==> config.mk <==
export PLATFORM = sky130hd
export DESIGN_NAME = spi_accel_responder
export DESIGN_NICKNAME = d
export VERILOG_FILES = /design/src/rtl/spi_accel_responder.sv
export SDC_FILE = /design/constraint.sdc
export NUM_CORES = 1
export LEC_CHECK = 0
export ABC_AREA = 1
export CAP_MARGIN = 10
export CORE_MARGIN = 5
export CORE_UTILIZATION = 38
export DETAILED_ROUTE_END_ITERATION = 7
export GPL_ROUTABILITY_DRIVEN = 0
export GPL_TIMING_DRIVEN = 0
export HOLD_SLACK_MARGIN = 0.05
export PLACE_DENSITY = 0.65
export SLEW_MARGIN = 0
export SYNTH_ARGS = -nofsm -noshare
export SYNTH_HDL_FRONTEND = slang
export SYNTH_SLANG_ARGS = --single-unit
==> constraint.sdc <==
create_clock -name clk -period 2.7 [get_ports clk]
set_input_delay 0.54 -clock clk [delete_from_list [all_inputs] [get_ports clk]]
set_output_delay 0.54 -clock clk [all_outputs]
set_load 0.02 [all_outputs]
==> src/rtl/spi_accel_responder.sv <==
// spi_accel_responder
// SPI-slave stand-in for an ADXL362-style accelerometer (SPI mode 0).
// sclk, cs_n and mosi are oversampled on clk; sclk is never used as a clock.
// Commands: 0x0B = read burst, 0x0A = write burst, anything else is ignored.
// Write bursts reach only the 16-byte scratch RAM at 0x20..0x2F.
//
// Ports:
//   clk, resetn              system clock, synchronous active-low reset
//   sclk, cs_n, mosi         asynchronous SPI inputs from the master
//   miso, miso_oe            slave data out and read-phase output enable
//   x_data, y_data, z_data   live axis samples, snapshotted per read burst
//   busy                     high while a transaction is in progress
//   cmd_err                  one-clk pulse on an unknown command byte
//
// state  | meaning
// IDLE   | waiting for cs_n to fall
// CMD    | shifting in the command byte
// ADDR   | shifting in the address byte
// RD     | read data phase, driving miso
// WR     | write data phase, storing complete bytes
// IGNORE | bad command, discard all bits until cs_n rises
module spi_accel_responder #(
   parameter logic [7:0] DEVID_AD  = 8'hAD,
   parameter logic [7:0] DEVID_MST = 8'h1D,
   parameter logic [7:0] PARTID    = 8'hF2
) (
   input  logic       clk,
   input  logic       resetn,
   input  logic       sclk,
   input  logic       cs_n,
   input  logic       mosi,
   output logic       miso,
   output logic       miso_oe,
   input  logic [7:0] x_data,
   input  logic [7:0] y_data,
   input  logic [7:0] z_data,
   output logic       busy,
   output logic       cmd_err
);

   typedef enum logic [2:0] {IDLE, CMD, ADDR, RD, WR, IGNORE} state_t;

   state_t     state;
   logic [2:0] sclk_sr;
   logic [2:0] cs_sr;
   logic [1:0] mosi_sr;
   logic [2:0] bit_cnt;
   logic [7:0] shift_in;
   logic [7:0] tx;
   logic [7:0] addr;
   logic       rd_mode;
   logic [7:0] shadow_x, shadow_y, shadow_z;
   logic [7:0] ram [16];

   logic       sclk_rise, sclk_fall, cs_rise, cs_fall, byte_done;
   logic [7:0] byte_in;
   logic [7:0] addr_next;
   logic [7:0] load_val;
   logic [7:0] next_val;

   function automatic logic [7:0] reg_read(input logic [7:0] a,
                                           input logic [7:0] sx,
                                           input logic [7:0] sy,
                                           input logic [7:0] sz,
                                           input logic [7:0] ram_word);
      logic [7:0] v;
      v = 8'h00;
      if (a[7:4] == 4'h2) v = ram_word;
      else begin
         case (a)
            8'h00:   v = DEVID_AD;
            8'h01:   v = DEVID_MST;
            8'h02:   v = PARTID;
            8'h08:   v = sx;
            8'h09:   v = sy;
            8'h0A:   v = sz;
            default: v = 8'h00;
         endcase
      end
      return v;
   endfunction

   // Stage [0] and [1] are the synchronizer, [2] is the edge register.
   always_ff @(posedge clk) begin
      if (!resetn) begin
         sclk_sr <= 3'b000;
         cs_sr   <= 3'b111;
         mosi_sr <= 2'b00;
      end else begin
         sclk_sr <= {sclk_sr[1:0], sclk};
         cs_sr   <= {cs_sr[1:0], cs_n};
         mosi_sr <= {mosi_sr[0], mosi};
      end
   end

   assign sclk_rise = sclk_sr[1] & ~sclk_sr[2];
   assign sclk_fall = ~sclk_sr[1] & sclk_sr[2];
   assign cs_rise   = cs_sr[1] & ~cs_sr[2];
   assign cs_fall   = ~cs_sr[1] & cs_sr[2];
   assign byte_in   = {shift_in[6:0], mosi_sr[1]};
   assign byte_done = sclk_rise && (bit_cnt == 3'd7);
   assign addr_next = addr + 8'd1;
   assign busy      = (state != IDLE);

   // The first read byte must see the samples being captured this cycle,
   // so it takes the live inputs; later burst bytes use the shadows.
   assign load_val = reg_read(byte_in, x_data, y_data, z_data, ram[byte_in[3:0]]);
   assign next_val = reg_read(addr_next, shadow_x, shadow_y, shadow_z, ram[addr_next[3:0]]);

   always_ff @(posedge clk) begin
      if (!resetn) begin
         state    <= IDLE;
         bit_cnt  <= 3'd0;
         shift_in <= 8'h00;
         tx       <= 8'h00;
         addr     <= 8'h00;
         rd_mode  <= 1'b0;
         shadow_x <= 8'h00;
         shadow_y <= 8'h00;
         shadow_z <= 8'h00;
         miso     <= 1'b0;
         miso_oe  <= 1'b0;
         cmd_err  <= 1'b0;
         for (int i = 0; i < 16; i++) ram[i] <= 8'h00;
      end else begin
         cmd_err <= 1'b0;
         if (cs_rise) begin
            // Wins over a coincident sclk edge; any partial byte is dropped.
            state   <= IDLE;
            miso    <= 1'b0;
            miso_oe <= 1'b0;
         end else begin
            case (state)
               IDLE: begin
                  if (cs_fall) begin
                     bit_cnt <= 3'd0;
                     state   <= CMD;
                  end
               end
               CMD: begin
                  if (sclk_rise) begin
                     shift_in <= byte_in;
                     bit_cnt  <= bit_cnt + 3'd1;
                     if (byte_done) begin
                        case (byte_in)
                           8'h0B: begin rd_mode <= 1'b1; state <= ADDR; end
                           8'h0A: begin rd_mode <= 1'b0; state <= ADDR; end
                           default: begin cmd_err <= 1'b1; state <= IGNORE; end
                        endcase
                     end
                  end
               end
               ADDR: begin
                  if (sclk_rise) begin
                     shift_in <= byte_in;
                     bit_cnt  <= bit_cnt + 3'd1;
                     if (byte_done) begin
                        addr <= byte_in;
                        if (rd_mode) begin
                           shadow_x <= x_data;
                           shadow_y <= y_data;
                           shadow_z <= z_data;
                           tx       <= load_val;
                           miso     <= load_val[7];
                           miso_oe  <= 1'b1;
                           state    <= RD;
                        end else begin
                           state <= WR;
                        end
                     end
                  end
               end
               RD: begin
                  if (sclk_rise) begin
                     bit_cnt <= bit_cnt + 3'd1;
                     if (byte_done) begin
                        addr <= addr_next;
                        tx   <= next_val;
                        miso <= next_val[7];
                     end
                  end else if (sclk_fall && (bit_cnt != 3'd0)) begin
                     // The fall right after a byte boundary keeps the MSB
                     // that was just loaded; it has not been sampled yet.
                     tx   <= {tx[6:0], 1'b0};
                     miso <= tx[6];
                  end
               end
               WR: begin
                  if (sclk_rise) begin
                     shift_in <= byte_in;
                     bit_cnt  <= bit_cnt + 3'd1;
                     if (byte_done) begin
                        if (addr[7:4] == 4'h2) ram[addr[3:0]] <= byte_in;
                        addr <= addr_next;
                     end
                  end
               end
               IGNORE: ;
               default: state <= IDLE;
            endcase
         end
      end
   end

endmodule

== Word level (Yosys, flattened, before mapping) ==
Memory sizes are Yosys's and may differ from the RTL's.
Index checks and enable logic that the tools add are counted.
Cells by class
  add/sub/neg operators: 2
  multipliers: 0
  divide/modulo/power cells: 0
  order comparisons: 0
  equality and inequality tests: 31
  shifts and indexed selects: 0
  mux-type cells: 47
  bitwise logic cells: 14
  reductions and logical operators: 28
Operator list (number)
  case mux 8 bit (6 select lines): 2
  equality test 8 x 4 -> 1 bit (second input constant): 7
  2-to-1 mux 8 bit: 7
  2-to-1 mux 7 bit: 6
  2-to-1 mux 3 bit: 9
  AND reduction 6 bit: 3
  equality test 8 x 1 -> 1 bit (second input constant): 2
  equality test 8 x 2 -> 1 bit (second input constant): 2
  logical NOT 8 bit: 2
  2-to-1 mux 1 bit: 16
  case mux 8 bit (2 select lines): 1
  case mux 7 bit (2 select lines): 1
  equality test 4 x 2 -> 1 bit (second input constant): 3
  inequality test 2 bit (second input constant): 6
  case mux 3 bit (4 select lines): 1
  inverter 1 bit: 10
  AND reduction 5 bit: 2
  equality test 3 bit (second input constant): 3
  adder 8 x 1 -> 8 bit (second input constant): 1
  AND reduction 4 bit: 2
  nonzero test 2 bit: 4
  OR reduction 8 bit: 1
  AND reduction 7 bit: 1
  equality test 3 x 2 -> 1 bit (second input constant): 2
  16 further kinds: 28
Word-level totals
  bits in registers: 64
  latch bits: 0
  memory bits (writable): 128
  ROM bits: 0
  input port bits: 29
  output and inout bits: 4
  word-level logic and storage cells: 138
  memories kept: 1
Memories
  ram: words 16, width 8, read ports 2, clocked after memory_dff 0, wr ports 16, line 53  | logic [7:0] ram [16];

== Longest topological paths before layout ==
Gate-level depths: netlist of run 1.
  word-level depth: 11
  depth in mapped cells: 17
  gate-level depth less buffers: 15

== Least setup slack after synthesis of run 1 ==
No wires, ideal clock.
  path type: flip-flop to flip-flop
  from: register addr[0]
  to: register tx[2]
  library setup time: 0.135 ns
  arrival time: 2.284 ns
  required time: 2.565 ns
  setup slack: 0.281 ns
  cell stages (with the launch flop): 18
  buffers on the path: 4
  clock period less this slack: 2.419 ns
  path through: dfxtp_1 -> inv_1 -> buf_2 -> buf_2 -> ha_1 -> buf_2 -> inv_1 -> buf_1 -> nor2_1 -> o21ai_0 -> nand3_1 -> nand3_1 -> nand3_1 -> nand2_1 -> o21bai_1 -> nand2_1 -> nand2_1 -> a21oi_2
On the way
  longest elaborated chain between the ends: 7
  elaborated cells on any way between the ends: 14
  those cells by class: add/sub (1); eq/ne (6); mux (5); reduce/logical (1); memory (1)
Ends and longest elaborated chain
  from (decl): line 50  | logic [7:0] addr;
  from (signal assigned): line 158  | addr <= byte_in;
  from (signal assigned): line 177  | addr <= addr_next;
  from (signal assigned): line 194  | addr <= addr_next;
  adder 8 x 1 -> 8 bit *: line 102  | assign addr_next = addr + 8'd1;
  equality test 8 x 4 -> 1 bit, or another cell as far along: line 70  | case (a)
  case mux 8 bit (6 select lines): line 70
  2-to-1 mux 8 bit *: line 68  | if (a[7:4] == 4'h2) v = ram_word;
  2-to-1 mux 7 bit *: line 176  | if (byte_done) begin
  2-to-1 mux 7 bit *: line 174  | if (sclk_rise) begin
  case mux 7 bit (2 select lines) *: line 133  | case (state)
  to (signal assigned): line 163  | tx <= load_val;
  to (signal assigned): line 178  | tx <= next_val;
  to (signal assigned): line 184  | tx <= {tx[6:0], 1'b0};
  to (decl): line 49  | logic [7:0] tx;
Every way passes the cells marked *; elsewhere a longest branch is shown, timed or not. The select of a mux whose other input is x is not followed.
A chain may end at the register's enable or synchronous reset.

== Final worst setup path of run 1 ==
  from: register shift_in[0]
  to: register tx[4]
On the way
  longest elaborated chain between the ends: 7
  elaborated cells on any way between the ends: 13
  those cells by class: eq/ne (5); mux (6); reduce/logical (1); memory (1)
Ends and longest elaborated chain
  from (decl): line 48  | logic [7:0] shift_in;
  from (signal assigned): line 142  | shift_in <= byte_in;
  from (signal assigned): line 155  | shift_in <= byte_in;
  from (signal assigned): line 190  | shift_in <= byte_in;
  equality test 8 x 4 -> 1 bit, or another cell as far along: line 70
  case mux 8 bit (6 select lines): line 70
  2-to-1 mux 8 bit *: line 68
  2-to-1 mux 7 bit *: line 159  | if (rd_mode) begin
  2-to-1 mux 7 bit *: line 157  | if (byte_done) begin
  2-to-1 mux 7 bit *: line 154  | if (sclk_rise) begin
  case mux 7 bit (2 select lines) *: line 133
Marks and branches as above.

==> flow_summary_export.csv, run 1 <==
group,metric,value,unit
worst_setup_path,critPathSlowestCell,"o21ai_0",
grt,grt_pass1_vias,9144,
power,netSwitchingFraction,30.79,%
grt,grt_usage,23.09,%
power,power.leakage,0.004430,uW
die,rows,60,
logic_synthesis,syn_nets,1329,
final_layout,num-nets-final,1380,
final_layout,fin_util,43.79,%
final_layout,area_growth,13.62,%
logic_synthesis,synth_top_flop_cell,"edfxtp_1",
logic_synthesis,synth_compound_area_share,15.26,%
final_layout,multi_input_area,4692,um2
power,pwr-share-seq,48.6,%
power,clkPwrFrac,35.5,%
logic_synthesis,synth_top_family_by_area,"simple AND/OR/NAND/NOR gates",
detailed_routing,dr.first_iter.drc_count,1462,
logic_synthesis,synth_xor_area_share,0.1687,%
power,internal-power,4793,uW
cts,cts_sinks,192,
grt,grt_max_degree,19,
logic_synthesis,netlist_instances,1292,
logic_synthesis,synth_mux_area_share,0,%
placement,dpl-instance-area,11120,um2
logic_synthesis,syn_area_per_cell,8.039,um2
logic_synthesis,syn_area,10390,um2
run_status,outcome,"completed",
detailed_routing,dr.pass1.iters,6,
placement,port_buffers,31,
worst_setup_path,path_cells,"buf_2, inv_2, nor2_2, buf_4, a22oi_1, a21oi_1, or2_2, o21ai_0, nand3_1, nand2_1, a21oi_1",
die,die_w,175.3,um
cts,cts_tree,"yes",
worst_setup_path,critPathKind,"reg2reg",
logic_synthesis,synthAdderAreaFrac,0.9637,%
placement,pre_cts_ws,-0.5968,ns
cts,path_clk_slew,0.08,ns
hold_path,hold_class,"reg2reg",
power,power_density,586.9,nW/um2
cts,cts.htree.levels,4,
cts,cts_hold_buf,0,
detailed_routing,vias_per_cell,5.835,
final_layout,drive_gt1_share,11.50,%
worst_setup_path,worst_path_most_repeated_cell,"a21oi_1",
timing,whs,0.4157,ns
timing,setup_viol,0,
logic_synthesis,synth_top_area_share,37.01,%
timing,max_slew_margin,30.79,%
logic_synthesis,yosys-top-cells-area,"edfxtp_1 (37%), dfxtp_1 (12%), nor2_1 (11%)",
worst_setup_path,critPathArrivalTime,2.97,ns
worst_setup_path,critPathMaxStageDelay,0.42,ns
final_layout,seqCellArea,5129,um2
die,design.core.area,26950,um2
detailed_routing,drc,0,
logic_synthesis,ys_seq_area_share,49.34,%
detailed_routing,vias,9902,
logic_synthesis,postSynth.asyncResetShare,0,%
grt,antenna_found_initial,0,
die,die_y,175.3,um
cts,clock_latency,0.45,ns
logic_synthesis,synth_edf_count,128,
detailed_routing,wl,36040,um
die,io_pins,33,
power,power.switching,2133,uW
worst_setup_path,critical_path.top_delay_family,"compound AO/OA/AOI/OAI gates",
logic_synthesis,yosysMostFrequentCell,"nor2_1",
logic_synthesis,yosysWarningCount,0,
worst_setup_path,crit_required,3.03,ns
timing,fin_ws,0.06186,ns
logic_synthesis,yosys-top-cells-count,"nor2_1 (305), nand2_1 (212), edfxtp_1 (128), o21ai_0 (109), nand3_1 (81)",
logic_synthesis,synth_seq_cells,192,
final_layout,final_cell_area,11800,um2
timing,worstMarginPinSlew,1.038,ns
worst_setup_path,cp_max_fo,10,
timing,tns,0,ns
job,cap_viol_max_count,0,
power,vdd_drop_max,0.4497,mV
timing,fin_crit,2.638,ns
power,p_comb_share,16.0,%
worst_setup_path,cp-start-kind,"register",
die,die-area,30740,um2
detailed_routing,wire_per_inst,21.24,um
grt,gr-total-overflow,0,
cts,cts_buffer_depth,2,
cts,cts_buffers,17,
final_layout,num-fill-cells,2685,
timing,fmax,0.3791,GHz
worst_setup_path,path_buf_inv,3,
cts,cts-root-buf,"clkbuf_16",
timing,hold_violations,0,
placement,hpwl,25870,um
logic_synthesis,yosys.area_share.simple,28.19,%
logic_synthesis,ys_types,44,
grt,grt_pass1_wl,53850,um
timing,skew,0.01067,ns
die,start_util,38.54,%
timing,rsz0062_at_grt,"true",
detailed_routing,drtAntennaViolNets,0,
final_layout,num_antenna_cells,0,
timing,timing_max_transition_violations_final,0,
logic_synthesis,yosysTopAreaCell,"edfxtp_1",
timing,layout_worst_path_cycle_share,97.71,%
worst_setup_path,critPathCaptureType,"register",
==> metrics by stage <==
stage | total power [uW] | cells
3_3_place_gp | 4478 | 1664
6_report | 6926 | 1697
3_5_place_dp | 4488 | 1664
4_1_cts | 6868 | 1696
2_1_floorplan | 4074 | 1292
5_1_grt | 7132 | 1697
==> layer usage <==
layer	wire length [um]	up-vias	GRT usage [%]	share of wire, %
met5	0	-	0	0
met4	1543	0	10.02	4.3
met3	4406	103	6.651	12
met2	15860	665	34.99	44
met1	14230	4623	30.91	39
li1	-	4511	-	-
==> power groups by stage <==
stage               clock network (uW)  logic (uW)  registers (uW)
finish                            2460        1110            3360
global route                      2580        1180            3380
CTS                               2440        1070            3360
detailed placement                   0        1060            3430
global placement                     0        1050            3420
floorplan                            0         686            3390
==> flip-flops by register name, indices dropped and copies added (netlist names) <==
name      count
addr          8
bit_cnt       3
cmd_err       1
cs_sr         3
miso          1
miso_oe       1
mosi_sr       2
ram         128
rd_mode       1
sclk_sr       3
shadow_x      8
shadow_y      8
shadow_z      8
shift_in      7
state         3
tx            7
==> cell type report <==
cell class | count | area share, %
Buffer | 66 | 3.096
Clock buffer | 17 | 3.605
Clock inverter | 15 | 1.028
Inverter | 84 | 2.746
Multi-Input combinational cell | 950 | 39.76
Sequential cell | 192 | 43.46
Tap cell | 341 | 3.615
Timing Repair Buffer | 32 | 2.693
==> cells in the final DEF (no fill, tap or decap), types with 2 or more instances in the layout <==
cell             count
nor2_1             305
nand2_1            207
edfxtp_1           128
o21ai_0            109
nand3_1             72
a22oi_1             68
inv_1               64
dfxtp_1             63
a21oi_1             47
clkdlybuf4s50_1     31
clkbuf_1            27
nand2_2             26
buf_2               21
nand4_1             20
clkbuf_16           17
inv_2               13
nand3_2             12
nor2_2               9
o211ai_1             9
buf_6                8
ha_1                 8
nor2_4               7
nor3_1               7
clkinv_1             6
buf_4                6
o21bai_1             6
a31oi_1              6
or2_2                5
a21oi_2              5
inv_6                5
clkinvlp_4           4
a211oi_1             4
clkbuf_4             3
a221oi_1             3
inv_8                3
xor2_1               2
inv_4                2
nor4_4               2
==> worst register-to-register path: stages, from the launching register on <==
cell and delay, ns:
dfxtp_1 0.30, buf_2 0.16, inv_2 0.26, nor2_2 0.13
buf_4 0.22, a22oi_1 0.29, a21oi_1 0.16, or2_2 0.30
o21ai_0 0.42, nand3_1 0.14, nand2_1 0.10, a21oi_1 0.06
==> final timing paths <==
kind | from | to | slack [ns] | cells after the start
min reg2reg | sclk_sr[0]$_SDFF_PN0_ | sclk_sr[1]$_SDFF_PN0_ | 0.42 | 2
min | sclk_sr[0]$_SDFF_PN0_ | sclk_sr[1]$_SDFF_PN0_ | 0.42 | 2
max reg2reg | shift_in[0]$_SDFFE_PN0P_ | tx[4]$_SDFFE_PN0P_ | 0.06 | 11
max | shift_in[0]$_SDFFE_PN0P_ | tx[4]$_SDFFE_PN0P_ | 0.06 | 11
==> cell families (layout without fill, tap and decap cells) <==
family,Yosys count,after routing
XOR/XNOR,2,2
adder cells (fa/ha/maj),8,8
AND/OR/NAND/NOR,677,677
flip-flops,192,192
AO/OA/AOI/OAI,263,263
buffers and inverters,150,214
==> repair_timing <==
| action | CTS | global route |
|---|---|---|
| setup endpoints to repair | 8 | 72 |
| buffers inserted | 0 | 1 |
| pin swaps | 0 | 5 |
| resized for setup | 13 | 32 |
Power figures use the tool's default switching activity.
==> run 2: changes to the inputs <==
--- a/config.mk
+++ b/config.mk
@@ -14,6 +14,7 @@
 export GPL_TIMING_DRIVEN = 0
 export HOLD_SLACK_MARGIN = 0.05
 export PLACE_DENSITY = 0.65
+export SETUP_SLACK_MARGIN = 0.4
 export SLEW_MARGIN = 0
 export SYNTH_ARGS = -nofsm -noshare
 export SYNTH_HDL_FRONTEND = slang
==> run 2 against run 1 <==
Sequential share of layout area decreased by 2.3 points. Count of clock-buffer cells in the layout stayed put. Sequential power hardly changed. Design area grew 5.5%. Final cell count up 0.94%.
==> flow_summary_export.csv, run 2 (synthesized netlist as in run 1, its figures left out) <==
group,metric,value,unit
run_status,outcome,"completed",
timing,tns,0,ns
worst_setup_path,critPathCaptureType,"register",
timing,rsz0062_at_grt,"true",
final_layout,instances_no_fill,1713,
grt,grt_pass1_wl,54860,um
worst_setup_path,critPathKind,"reg2reg",
final_layout,largest_reg_flops,128,
hold_path,hold_class,"reg2reg",
worst_setup_path,cp_max_fo,10,
die,io_pins,33,
die,die-area,30740,um2
detailed_routing,wire_per_inst,21.60,um
timing,worstMarginPinSlew,1.404,ns
placement,hpwl,26000,um
worst_setup_path,critPathArrivalTime,2.76,ns
power,clkPwrFrac,37.0,%
job,cap_viol_max_count,0,
die,die_w,175.3,um
detailed_routing,dr.first_iter.drc_count,1590,
cts,path_clk_slew,0.07,ns
die,die_y,175.3,um
die,rows,60,
timing,skew,0.007691,ns
detailed_routing,drtAntennaViolNets,0,
hold_path,whs_endpoint,"mosi_sr[1]$_SDFF_PN0_",
worst_setup_path,worstRegToRegCells,17,
cts,cts_buffer_depth,2,
grt,grt_max_degree,17,
timing,max_slew_margin,6.373,%
power,power_density,575.4,nW/um2
die,design.core.area,26950,um2
grt,antenna_found_initial,0,
grt,grt_usage,23.54,%
worst_setup_path,r2r_slack,0.32,ns
power,power.switching,2108,uW
timing,timing_max_transition_violations_final,0,
cts,clock_latency,0.45,ns
timing,setup_viol,0,
cts,cts-root-buf,"clkbuf_16",
power,power.leakage,0.004712,uW
placement,dp_cells,1664,
power,total_power,7166,uW
timing,layout_worst_path_cycle_share,88.22,%
power,netSwitchingFraction,29.42,%
grt,gr-total-overflow,0,
cts,cts_buffers,17,
hold_path,whs_path_depth,2,
final_layout,final_cell_area,12450,um2
final_layout,num-nets-final,1399,
power,vdd_drop_max,0.4420,mV
worst_setup_path,reg2reg_from,"addr[0]$_SDFFE_PN0P_",
power,pwr-share-seq,47.0,%
placement,dpl-instance-area,11130,um2
placement,port_buffers,31,
timing,hold_violations,0,
cts,cts_tree,"yes",
cts,cts.htree.levels,4,
final_layout,top_register,"ram",
detailed_routing,dr.pass1.iters,8,
detailed_routing,drc,0,
detailed_routing,vias,10073,
grt,grt_pass1_vias,9357,
worst_setup_path,crit_required,3.08,ns
die,start_util,38.54,%
final_layout,num_antenna_cells,0,
final_layout,final_cell_mix,"nor2_1 (293), nand2_1 (193), edfxtp_1 (128)",
power,p_comb_share,16.0,%
timing,fmax,0.4198,GHz
worst_setup_path,cp-start-kind,"register",
final_layout,area_growth,19.91,%
power,internal-power,5058,uW
hold_path,min_from,"mosi_sr[0]$_SDFF_PN0_",
worst_setup_path,worstReg2RegEnd,"tx[2]$_SDFFE_PN0P_",
final_layout,drive_gt1_share,16.18,%
timing,fin_crit,2.382,ns
detailed_routing,wl,37000,um
final_layout,layout_commonest_cell,"nor2_1",
cts,cts_sinks,192,
detailed_routing,vias_per_cell,5.880,
timing,whs,0.4155,ns
-- run 2: worst max-delay path: stages, from the launching register on --
cell and delay, ns:
dfxtp_4 0.39, inv_4 0.04, buf_6 0.11, buf_12 0.12, ha_4 0.26, buf_12 0.13, clkinv_8 0.07, buf_12 0.15
nor2_2 0.09, o21ai_1 0.08, nand3_1 0.10, nand3_2 0.14, nand3_2 0.14, nand2_1 0.06, o21bai_1 0.15, nand2_1 0.07
nand2_1 0.06, a21oi_2 0.12
-- run 2: power by group through the flow --
stage,Combinational (uW),Clock [uW],Sequential (uW)
6_report,1150,2650,3370
3_3_place_gp,1050,0,3420
4_1_cts,1070,2650,3360
5_1_grt,1230,2770,3380
3_5_place_dp,1060,0,3430
2_1_floorplan,686,0,3390
-- run 2: worst max path at each step --
stage | from | end | slack [ns] | cells past startpoint
final | addr[0]$_SDFFE_PN0P_ | tx[2]$_SDFFE_PN0P_ | 0.32 | 17
after global routing | addr[0]$_SDFFE_PN0P_ | tx[2]$_SDFFE_PN0P_ | 0.26 | 17
after CTS | sclk_sr[1]$_SDFF_PN0_ | ram[7][3]$_SDFFCE_PN0P_ | 0.34 | 10
after detailed placement | addr[0]$_SDFFE_PN0P_ | tx[1]$_SDFFE_PN0P_ | -0.32 | 16
after global placement | addr[0]$_SDFFE_PN0P_ | tx[1]$_SDFFE_PN0P_ | -0.29 | 16
after floorplan | addr[0]$_SDFFE_PN0P_ | tx[2]$_SDFFE_PN0P_ | 0.46 | 17
-- run 2: timing repair --
action                                  CTS  global route
cloned                                    1             0
endpoints found under the setup margin  129           139
resized for setup                        81            86
setup buffers                             9             9
endpoints found under the hold margin     0             0
pin swaps                                15            37
hold buffers                              0             0
-- run 2: final cells by class --
cell class	count	area, um2
buffer	66	439.2
clock buffer	17	425.4
clock inverter	12	161.4
fill	2576	14500
inverter	84	344.1
multi-input combinational	950	4999
sequential	192	5130
tap	341	426.7
timing repair buffer	51	529.3
-- run 2: routing by layer --
layer  up-vias  wire length (um)  global-route usage (%)
li1       4551                 -                       -
met1      4693             14780                   31.36
met2       698             16150                   36.60
met3       131              4282                   5.833
met4         0              1787                   10.15
met5         -                 0                       0
-- run 2: metrics by stage --
step           util, %  setup slack, ns
3_3_place_gp     41.28          -0.2901
2_1_floorplan        -           0.4560
3_5_place_dp     41.28          -0.3179
4_1_cts          44.91           0.3403
5_1_grt          46.21           0.2603
6_report         46.21           0.3181
==> run 3: changes to the inputs <==
--- a/config.mk
+++ b/config.mk
@@ -9,12 +9,15 @@
 export CAP_MARGIN = 10
 export CORE_MARGIN = 5
 export CORE_UTILIZATION = 38
+export CTS_CLUSTER_SIZE = 40
 export DETAILED_ROUTE_END_ITERATION = 7
 export GPL_ROUTABILITY_DRIVEN = 0
 export GPL_TIMING_DRIVEN = 0
 export HOLD_SLACK_MARGIN = 0.05
+export MAX_ROUTING_LAYER = met4
 export PLACE_DENSITY = 0.65
 export SETUP_SLACK_MARGIN = 0.4
+export SKIP_LAST_GASP = 1
 export SLEW_MARGIN = 0
 export SYNTH_ARGS = -nofsm -noshare
 export SYNTH_HDL_FRONTEND = slang
==> run 3 against run 2 <==
First-iteration DRC count is 5.7% lower. Clock power about the same. Design area grew 0.51%. Wire length about the same. Register-to-register slack about the same. Sequential share of layout area shrank 0.21 points. Via count shrank 0.66%. Largest cell class unchanged.
==> flow_summary_export.csv, run 3 (synthesized netlist as in run 1, its figures left out) <==
group,metric,value,unit
timing,rsz0062_at_grt,"true",
grt,busiest_layer,"met2",
final_layout,fin_util,46.45,%
worst_setup_path,cp-start-kind,"register",
detailed_routing,wire_per_inst,21.62,um
cts,path_clk_slew,0.07,ns
final_layout,num_antenna_cells,0,
cts,cts_buffer_depth,2,
placement,port_buffers,31,
final_layout,largest_reg_flops,128,
cts,cts_buffers,17,
grt,gr-total-overflow,0,
worst_setup_path,reg2reg_from,"addr[0]$_SDFFE_PN0P_",
power,power_density,571.4,nW/um2
power,netSwitchingFraction,29.31,%
hold_path,min_from,"mosi_sr[0]$_SDFF_PN0_",
power,power.switching,2096,uW
worst_setup_path,crit_required,3.09,ns
die,start_util,38.54,%
detailed_routing,vias_per_cell,5.845,
power,clkPwrFrac,36.9,%
cts,cts.htree.levels,4,
power,p_comb_share,16.0,%
worst_setup_path,crit_start,"addr[0]$_SDFFE_PN0P_",
final_layout,layout_commonest_cell,"nor2_1",
grt,antenna_found_initial,0,
placement,dpl-instance-area,11130,um2
timing,fin_crit,2.380,ns
timing,hold_violations,0,
die,io_pins,33,
die,die_w,175.3,um
timing,max_slew_margin,6.274,%
die,die-area,30740,um2
final_layout,num-fill-cells,2564,
die,design.core.area,26950,um2
detailed_routing,dr.first_iter.drc_count,1499,
final_layout,instances_no_fill,1712,
final_layout,area_growth,20.53,%
cts,clock_latency,0.45,ns
worst_setup_path,critPathKind,"reg2reg",
cts,cts_tree,"yes",
grt,grt_use_met3,5.532,%
final_layout,drive_gt1_share,16.85,%
grt,use_met2,36.75,%
final_layout,num-nets-final,1398,
timing,timing_max_transition_violations_final,0,
detailed_routing,drtAntennaViolNets,0,
cts,cts_hold_buf,0,
grt,grt_pass1_vias,9351,
timing,skew,0.009116,ns
die,die_y,175.3,um
worst_setup_path,critPathCaptureType,"register",
worst_setup_path,critPathArrivalTime,2.77,ns
timing,worstMarginPinSlew,1.406,ns
die,rows,60,
worst_setup_path,cp_max_fo,6,
final_layout,top_register,"ram",
detailed_routing,wl,37020,um
timing,layout_worst_path_cycle_share,88.15,%
placement,dp_cells,1664,
grt,grt_usage,24.22,%
final_layout,final_cell_area,12520,um2
power,vdd_drop_max,0.4420,mV
timing,fmax,0.4202,GHz
power,internal-power,5057,uW
grt,grt_use_met1,31.43,%
power,pwr-share-seq,47.1,%
grt,grt_max_degree,17,
timing,whs,0.4156,ns
final_layout,final_cell_mix,"nor2_1 (290), nand2_1 (192), edfxtp_1 (128)",
run_status,outcome,"completed",
cts,cts_sinks,192,
cts,cts-root-buf,"clkbuf_16",
timing,setup_viol,0,
power,power.leakage,0.004710,uW
grt,grt_pass1_wl,54860,um
detailed_routing,dr.pass1.iters,7,
placement,hpwl,26000,um
detailed_routing,drc,0,
hold_path,hold_class,"reg2reg",
timing,tns,0,ns
detailed_routing,vias,10007,
job,cap_viol_max_count,0,
## run 3: cell types whose count changed in the layout (fill, tap and decap cells not counted), moves of 2 or more
cell,delta
buf_4,-4
buf_12,+2
o21ai_0,-6
o21ai_2,+5
nor2_4,+2
nor2_1,-3
inv_4,-2
nand2_2,+2
## run 3: final cells by class
class / count / area [um2] / area share (%)
well taps: 341 / 426.7 / 3.408
flip-flops and latches: 192 / 5130 / 40.98
plain buffers: 66 / 447.9 / 3.578
repair buffers: 50 / 550.5 / 4.398
multi-input cells: 950 / 5036 / 40.23
clock inverters: 12 / 161.4 / 1.289
inverters: 84 / 340.3 / 2.719
clock buffers: 17 / 425.4 / 3.398
## run 3: worst max-delay path, cell delays in order (launching register included)
cell and delay, ns:
dfxtp_4 0.38, inv_4 0.04, buf_6 0.11, buf_12 0.12, ha_4 0.26, buf_12 0.14, clkinv_8 0.09, buf_12 0.15
nor2_4 0.10, o21ai_2 0.07, nand3_2 0.11, nand3_2 0.14, nand3_2 0.14, nand2_1 0.07, o21bai_4 0.17, nand2_2 0.07
nand2_2 0.05, a21oi_2 0.11
## run 3: worst paths after layout
path                            slack (ns)  cells past startpoint               endpoint
worst max register to register        0.32                     17      miso$_SDFFE_PP0P_
worst min register to register        0.42                      2  mosi_sr[1]$_SDFF_PN0_
worst max-delay path                  0.32                     17      miso$_SDFFE_PP0P_
worst min-delay path                  0.42                      2  mosi_sr[1]$_SDFF_PN0_
## run 3: per-layer routing
layer  vias to the layer above  routed length, um
li1                       4545                  -
met1                      4661              14820
met2                       666              16270
met3                       135               4226
met4                         0               1709
met5                         -                  0
## run 3: repair_timing
item	CTS	global route
setup endpoints to repair	129	139
pin swaps	15	59
gates cloned	1	1
gates resized for setup	81	105
buffers inserted	9	7
## run 3: power by group through the flow
| stage | combinational, uW | clock (uW) | sequential [uW] |
|---|---|---|---|
| 2_1_floorplan | 686 | 0 | 3390 |
| 3_3_place_gp | 1050 | 0 | 3420 |
| 3_5_place_dp | 1060 | 0 | 3430 |
| 4_1_cts | 1070 | 2650 | 3360 |
| 5_1_grt | 1230 | 2770 | 3380 |
| 6_report | 1140 | 2640 | 3370 |
## run 3: stage by stage
stage | power [uW] | worst slack, ns
after floorplan | 4074 | 0.4560
after global placement | 4476 | -0.2901
after detailed placement | 4485 | -0.3179
after CTS | 7078 | 0.3403
after global routing | 7379 | 0.2472
final | 7153 | 0.3199
